[src/rtl/display_value_queue.sv]
// Display value queue: buffers signed results and shows each for a minimum hold time.
// Latency: a value accepted into an empty queue with an expired hold appears one edge later.
// Backpressure: in_ready drops when the FIFO is full or clear is high; a pop reopens it next cycle.
module display_value_queue #(
  parameter int VALUE_W     = 16,
  parameter int DEPTH       = 4,
  parameter int HOLD_CYCLES = 50_000_000
) (
  input  logic                       clk,
  input  logic                       rst_n,
  input  logic [VALUE_W-1:0]         in_value,
  input  logic                       in_valid,
  output logic                       in_ready,
  input  logic                       clear,
  output logic [VALUE_W-1:0]         value,
  output logic                       print_it,
  output logic [$clog2(DEPTH+1)-1:0] pending
);

  localparam int CW = $clog2(DEPTH + 1);
  localparam int PW = $clog2(DEPTH);
  localparam int TW = (HOLD_CYCLES > 1) ? $clog2(HOLD_CYCLES) : 1;

  localparam logic [CW-1:0] FULL_COUNT = CW'(DEPTH);
  localparam logic [TW-1:0] HOLD_LOAD  = TW'(HOLD_CYCLES - 1);

  typedef enum logic [0:0] {
    ST_IDLE = 1'b0,
    ST_SHOW = 1'b1
  } state_t;

  state_t               r_state;
  state_t               w_state_nxt;
  logic [VALUE_W-1:0]   r_mem [DEPTH];
  logic [PW-1:0]        r_wptr;
  logic [PW-1:0]        r_rptr;
  logic [CW-1:0]        r_count;
  logic [TW-1:0]        r_timer;
  logic [VALUE_W-1:0]   r_value;
  logic                 r_print;
  logic                 w_push;
  logic                 w_pop;
  logic                 w_not_empty;
  logic                 w_in_ready;

  // Ready looks only at registered occupancy, so a same-cycle pop never frees a slot early.
  assign w_in_ready  = (r_count != FULL_COUNT) && !clear;
  assign w_push      = in_valid && w_in_ready;
  assign w_not_empty = (r_count != '0);

  assign in_ready = w_in_ready;
  assign value    = r_value;
  assign print_it = r_print;
  assign pending  = r_count;

  // State register.
  always_ff @(posedge clk or negedge rst_n) begin
    if (!rst_n) begin
      r_state <= ST_IDLE;
    end else begin
      r_state <= w_state_nxt;
    end
  end

  // Next state and pop decision; clear wins over any scheduled pop.
  always_comb begin
    w_state_nxt = r_state;
    w_pop       = 1'b0;
    case (r_state)
      ST_IDLE: begin
        if (w_not_empty) begin
          w_pop       = 1'b1;
          w_state_nxt = ST_SHOW;
        end
      end
      ST_SHOW: begin
        if ((r_timer == '0) && w_not_empty) begin
          w_pop = 1'b1;
        end
      end
      default: w_state_nxt = ST_IDLE;
    endcase
    if (clear) begin
      w_pop       = 1'b0;
      w_state_nxt = ST_IDLE;
    end
  end

  // FIFO storage; contents are don't-care while the count says empty, so no reset.
  always_ff @(posedge clk) begin
    if (w_push) begin
      r_mem[r_wptr] <= in_value;
    end
  end

  // Pointers and occupancy; DEPTH is a power of two so pointers wrap by overflow.
  always_ff @(posedge clk or negedge rst_n) begin
    if (!rst_n) begin
      r_wptr  <= '0;
      r_rptr  <= '0;
      r_count <= '0;
    end else if (clear) begin
      r_wptr  <= '0;
      r_rptr  <= '0;
      r_count <= '0;
    end else begin
      if (w_push) begin
        r_wptr <= r_wptr + PW'(1);
      end
      if (w_pop) begin
        r_rptr <= r_rptr + PW'(1);
      end
      case ({w_push, w_pop})
        2'b10:   r_count <= r_count + CW'(1);
        2'b01:   r_count <= r_count - CW'(1);
        default: r_count <= r_count;
      endcase
    end
  end

  // Display register and hold timer: load on pop, otherwise count down to zero and stay there.
  always_ff @(posedge clk or negedge rst_n) begin
    if (!rst_n) begin
      r_value <= '0;
      r_print <= 1'b0;
      r_timer <= '0;
    end else if (clear) begin
      r_value <= '0;
      r_print <= 1'b0;
      r_timer <= '0;
    end else if (w_pop) begin
      r_value <= r_mem[r_rptr];
      r_print <= 1'b1;
      r_timer <= HOLD_LOAD;
    end else if ((r_state == ST_SHOW) && (r_timer != '0)) begin
      r_timer <= r_timer - TW'(1);
    end
  end

endmodule

[config.mk]
export PLATFORM = sky130hd
export DESIGN_NAME = display_value_queue
export DESIGN_NICKNAME = d
export VERILOG_FILES = /design/src/rtl/display_value_queue.sv
export SDC_FILE = /design/constraint.sdc
export NUM_CORES = 1
export LEC_CHECK = 0
export ABC_AREA = 1
export ABC_CLOCK_PERIOD_IN_PS = 4900
export BUFFER_PORTS_ARGS = -buffer_cell sky130_fd_sc_hd__buf_2
export CAP_MARGIN = 15
export CELL_PAD_IN_SITES_DETAIL_PLACEMENT = 0
export CELL_PAD_IN_SITES_GLOBAL_PLACEMENT = 1
export CORE_MARGIN = 4
export CORE_UTILIZATION = 51
export CTS_CLUSTER_DIAMETER = 50
export DETAILED_ROUTE_END_ITERATION = 16
export PLACE_DENSITY_LB_ADDON = 0.1
export SLEW_MARGIN = 20
export SYNTH_ARGS = -nofsm -noshare
export SYNTH_HDL_FRONTEND = slang
export SYNTH_SLANG_ARGS = --single-unit
[constraint.sdc]
create_clock -name clk -period 4.9 [get_ports clk]
set_input_delay 0.98 -clock clk [delete_from_list [all_inputs] [get_ports clk]]
set_output_delay 0.98 -clock clk [all_outputs]
set_load 0.01 [all_outputs]
=== Word-level counts from Yosys, hierarchy flattened ===
Memory sizes are Yosys's and may differ from the RTL's.
Cells that the tools add are included.

* Memory bits (writable): 64
* Register bits: 51
* Word-level logic and storage cells: 50
* Memories: 1
* Input port bits: 20

{| class="wikitable"
|+ Memories
! name !! depth !! bits a word !! rd ports !! clocked after Yosys merged registers in !! wr ports !! RTL line !! text
|-
| r_mem || 4 || 16 || 1 || 0 || 1 || 34 || <nowiki>logic [VALUE_W-1:0] r_mem [DEPTH];</nowiki>
|}

* Reduce and logical (&&, ||, !) cells: 12
* Bitwise operators: 1
* Add/sub/neg operators: 5
* Eq/ne operators: 3
* Mux-type cells: 21

{| class="wikitable"
|+ Operators by type and width
! cell !! count
|-
| 2-to-1 mux 26 bit || 3
|-
| 2-to-1 mux 16 bit || 2
|-
| logical NOT 26 bit || 1
|-
| nonzero test 26 bit || 1
|-
| subtractor 26 x 1 -> 26 bit, second input constant || 1
|-
| 2-to-1 mux 1 bit || 9
|-
| nonzero test 3 bit || 3
|-
| 2-to-1 mux 2 bit || 4
|-
| case mux 3 bit (2 select lines) || 1
|-
| adder 2 x 1 -> 2 bit, second input constant || 2
|-
| logical AND 1 bit || 4
|-
| nonzero test 2 bit || 2
|-
| adder 3 x 1 -> 3 bit, second input constant || 1
|-
| 2-to-1 mux 3 bit || 1
|-
| != test 3 bit, second input constant || 1
|-
| subtractor 3 x 1 -> 3 bit, second input constant || 1
|-
| equality test 2 x 1 -> 1 bit, second input constant || 1
|-
| equality test 2 bit, second input constant || 1
|-
| case mux 1 bit (2 select lines) || 1
|-
| logical NOT 1 bit || 1
|-
| inverter 1 bit || 1
|}

=== Longest topological paths before layout ===
* Depth in word-level cells: 8
* Gate-level depth with buffers: 15

=== Worst setup path after synthesis ===
OpenSTA, ideal clock, no wires.

* Path type: input-to-reg
* From: input port clear
* To: memory r_mem[0][0], enable pin
* Data required time: 4511 ps
* Data arrival time: 2394 ps
* Path buffers: 1
* Slack: 2117 ps
* Stages on the path: 5
* Setup time: 389 ps
* Path through: buf_4 > a21oi_1 > and2_1 > inv_1 > nor2_1

* Longest elaborated chain between the ends: 5

{| class="wikitable"
|+ RTL lines
! element !! RTL line !! text
|-
| from (decl) || 14 || <nowiki>input logic clear,</nowiki>
|-
| logical NOT 1 bit || 47 || <nowiki>assign w_in_ready = (r_count != FULL_COUNT) && !clear;</nowiki>
|-
| logical AND 1 bit || 47 ||
|-
| via in_ready || 13 || <nowiki>output logic in_ready,</nowiki>
|-
| logical AND 1 bit || 48 || <nowiki>assign w_push = in_valid && w_in_ready;</nowiki>
|-
| 2-to-1 mux 1 bit || 91 || <nowiki>if (w_push) begin</nowiki>
|-
| 2-to-1 mux 1 bit (not written as such) || 92 || <nowiki>r_mem[r_wptr] <= in_value;</nowiki>
|-
| to (decl) || 34 ||
|}

The timed path passes the listed nets, and every way through them passes these cells.

=== Final worst setup path ===
* From: input port clear
* To: output port in_ready

* Longest elaborated chain between the ends: 2

{| class="wikitable"
|+ RTL lines
! element !! RTL line
|-
| logical NOT 1 bit || 47
|-
| logical AND 1 bit || 47
|-
| to (decl) || 13
|}

Every way passes these cells.

==> qor.yml <==
status:
  outcome: "finished, final reports clean"
detailed_routing:
  routedWlPerCell_microns: 15.53
  drtIter0Drc: 209
  drt_wl_total_mm: 10.67
  num_vias: 3574
  drc_errors: 0
  vias_per_cell: 5.202
  drtAntennaViolNets: 0
  dr.pass1.iters: 5
synthesis:
  synth_nets: 522
  synth_edf_count: 64
  yosysSeqAreaShare_pct: 61.74
  ys.flop_type: "edfxtp_1"
  synth_most_common_cell: "nand2_1"
  syn_inst: 495
  yosys-top-cells-area: "edfxtp_1 (37%), dfrtp_1 (25%), nand2_1 (8.5%)"
  synth_largest_area_cell: "edfxtp_1"
  ys_top_cells_by_count: "nand2_1 (117), edfxtp_1 (64), dfrtp_1 (51)"
  netlist_area_sq_mm: 0.005180
  ys_ff_latch: 115
  ys_types: 36
  yosysWarnings: 0
  avgSynthCellArea_sq_um: 10.46
  synthArstFlopShare_pct: 44.35
  yosysTopAreaCellShare_pct: 37.10
final_layout:
  fin_util_pct: 61.91
  nNetsFinal: 568
  area_growth_pct: 17.37
  drive_gt1_share_pct: 17.87
  n_fill_cell: 869
  antennaDiodeCount: 0
place:
  dp_hpwl_mm: 6.696
  place_congestion: 0.8571
  portBuffers: 40
floorplan:
  core_area_sq_mm: 0.009819
  die-area_sq_mm: 0.01183
  top_level_ports: 41
  start_util_pct: 52.75
  die_y_microns: 108.8
  rows: 36
  dieWidth_microns: 108.8
timing:
  fin_skew_ps: 19.88
  finalSetupTns_ps: 0
  max_slew_margin_pct: 33.57
  rsz0062_at_grt: "false"
  worstMarginPinSlew_ps: 995.4
  min_period_ps: 2444
  fin_crit_sh_pct: 49.88
  hold_viol_final: 0
  fmaxAchievable_mhz: 409.1
  setup_viol: 0
  slew_violations: 0
clock_tree:
  postCtsSetupRepairBufs: 0
  clockBufferDepth: 2
  cts.sinks: 115
  cts_tree: "yes"
  path_clk_slew_ps: 60
  holdBufCountCts: 0
  cts-root-buf: "clkbuf_8"
  clock_latency_ps: 530
  cts_max_level: 4
  cts_buffers: 17
  cts_resized: 0
global_route:
  grt_pass1_vias: 3620
  grt_usage_pct: 20.40
  antenna_found_initial: 0
  grt_pass1_wl_mm: 18.17
  grt_max_degree: 52
  overflow: 0
worst_setup_path:
  timing.reg2reg.setup_slack_ps: 2570
  crit_path_max_fanout: 8
  end_kind: "output pin"
  crit_arrival_ps: 1460
  cp.required_ps: 3920
  cp-start-kind: "primary input"
  worstSetupPathType: "in -> out"
power:
  vdd_ir_drop_max_mv: 0.3355
  power_density_mw_per_mm2: 642.1
  p_leak_uw: 0.002633
job:
  max_cap_violations: 0
min_path:
  worstHoldPathType: "reg -> reg"
==> layout by cell type, fill, tap and decap left out, types with 3 or more instances in the layout <==
master / instances
nand3_1: 20
bufinv_16: 4
buf_2: 40
nor2_2: 5
xor2_1: 11
nand2_1: 117
a32o_1: 16
clkbuf_1: 5
nor3_1: 4
o21ai_1: 11
buf_4: 6
edfxtp_1: 64
o21ai_2: 10
clkbuf_16: 16
nand2_4: 3
xnor2_1: 5
inv_1: 36
dfrtp_1: 50
ha_1: 6
o21ai_0: 28
a21oi_1: 23
nor2_1: 48
==> report_power, final <==
group,internal [uW],total [uW],switching (uW)
clock network,838,1250,412
logic,455,1300,841
registers,1210,1360,148
==> logic make-up (layout without fill, tap and decap cells) <==
kind of cell | Yosys count | count (layout) | synth area share [%]
DFF | 115 | 115 | 61.74
adders and majority gates | 7 | 7 | 1.836
AOI/OAI and AO/OA | 90 | 90 | 11.11
buffers and inverters | 57 | 116 | 5.072
xor gates and xnor gates | 16 | 16 | 2.705
and+or+nand+nor | 210 | 210 | 17.54
==> final timing paths <==
kind                       cells past startpoint           to       start
min in group asynchronous                      2  r_timer[18]       rst_n
max reg2reg                                   13   r_timer[4]  r_timer[0]
max                                            3     in_ready       clear
min reg2reg                                    2     value[7]    value[7]
max in group asynchronous                      2    r_rptr[1]       rst_n
min                                            2     value[7]    value[7]
==> metrics by stage <==
stage / setup slack [ps] / total power (uW) / std cells / instance area, sq um / hold WS, ps
after detailed placement: 2062 / 2677 / 655 / 5477 / 465.3
final: 2456 / 3904 / 687 / 6080 / 479.0
after floorplan: 2117 / 2346 / 495 / 5180 / 455.5
after CTS: 2436 / 3942 / 687 / 6078 / 479.7
after global routing: 2314 / 4190 / 687 / 6080 / 502.0
after global placement: 2163 / 2650 / 655 / 5477 / 460.0
==> layer usage <==
metal,routed length (microns),GRT usage [%]
met1,4776,25.59
met3,340,5.743
met2,5379,33.94
met5,0,0
met4,170,7.304
==> flip-flops by register name, indices dropped and copies added (netlist names) <==
name,cells
r_rptr,2
pending,3
r_state,1
r_timer,26
r_wptr,2
value,16
print_it,1
r_mem,64
==> final cells by class <==
class,instances,area (sq um),area share [%]
well taps,133,166.4,2.737
repair buffers,46,245.2,4.034
inverters,38,147.6,2.428
clock buffers,23,446.7,7.347
clock inverters,9,155.1,2.552
multi-input cells,323,1719,28.28
flip-flops and latches,115,3199,52.62
==> critical path, cell delays in order <==
cell and delay (ps):
buf_2 180, a21oi_1 160, buf_2 150
Power figures use the tool's default switching activity.
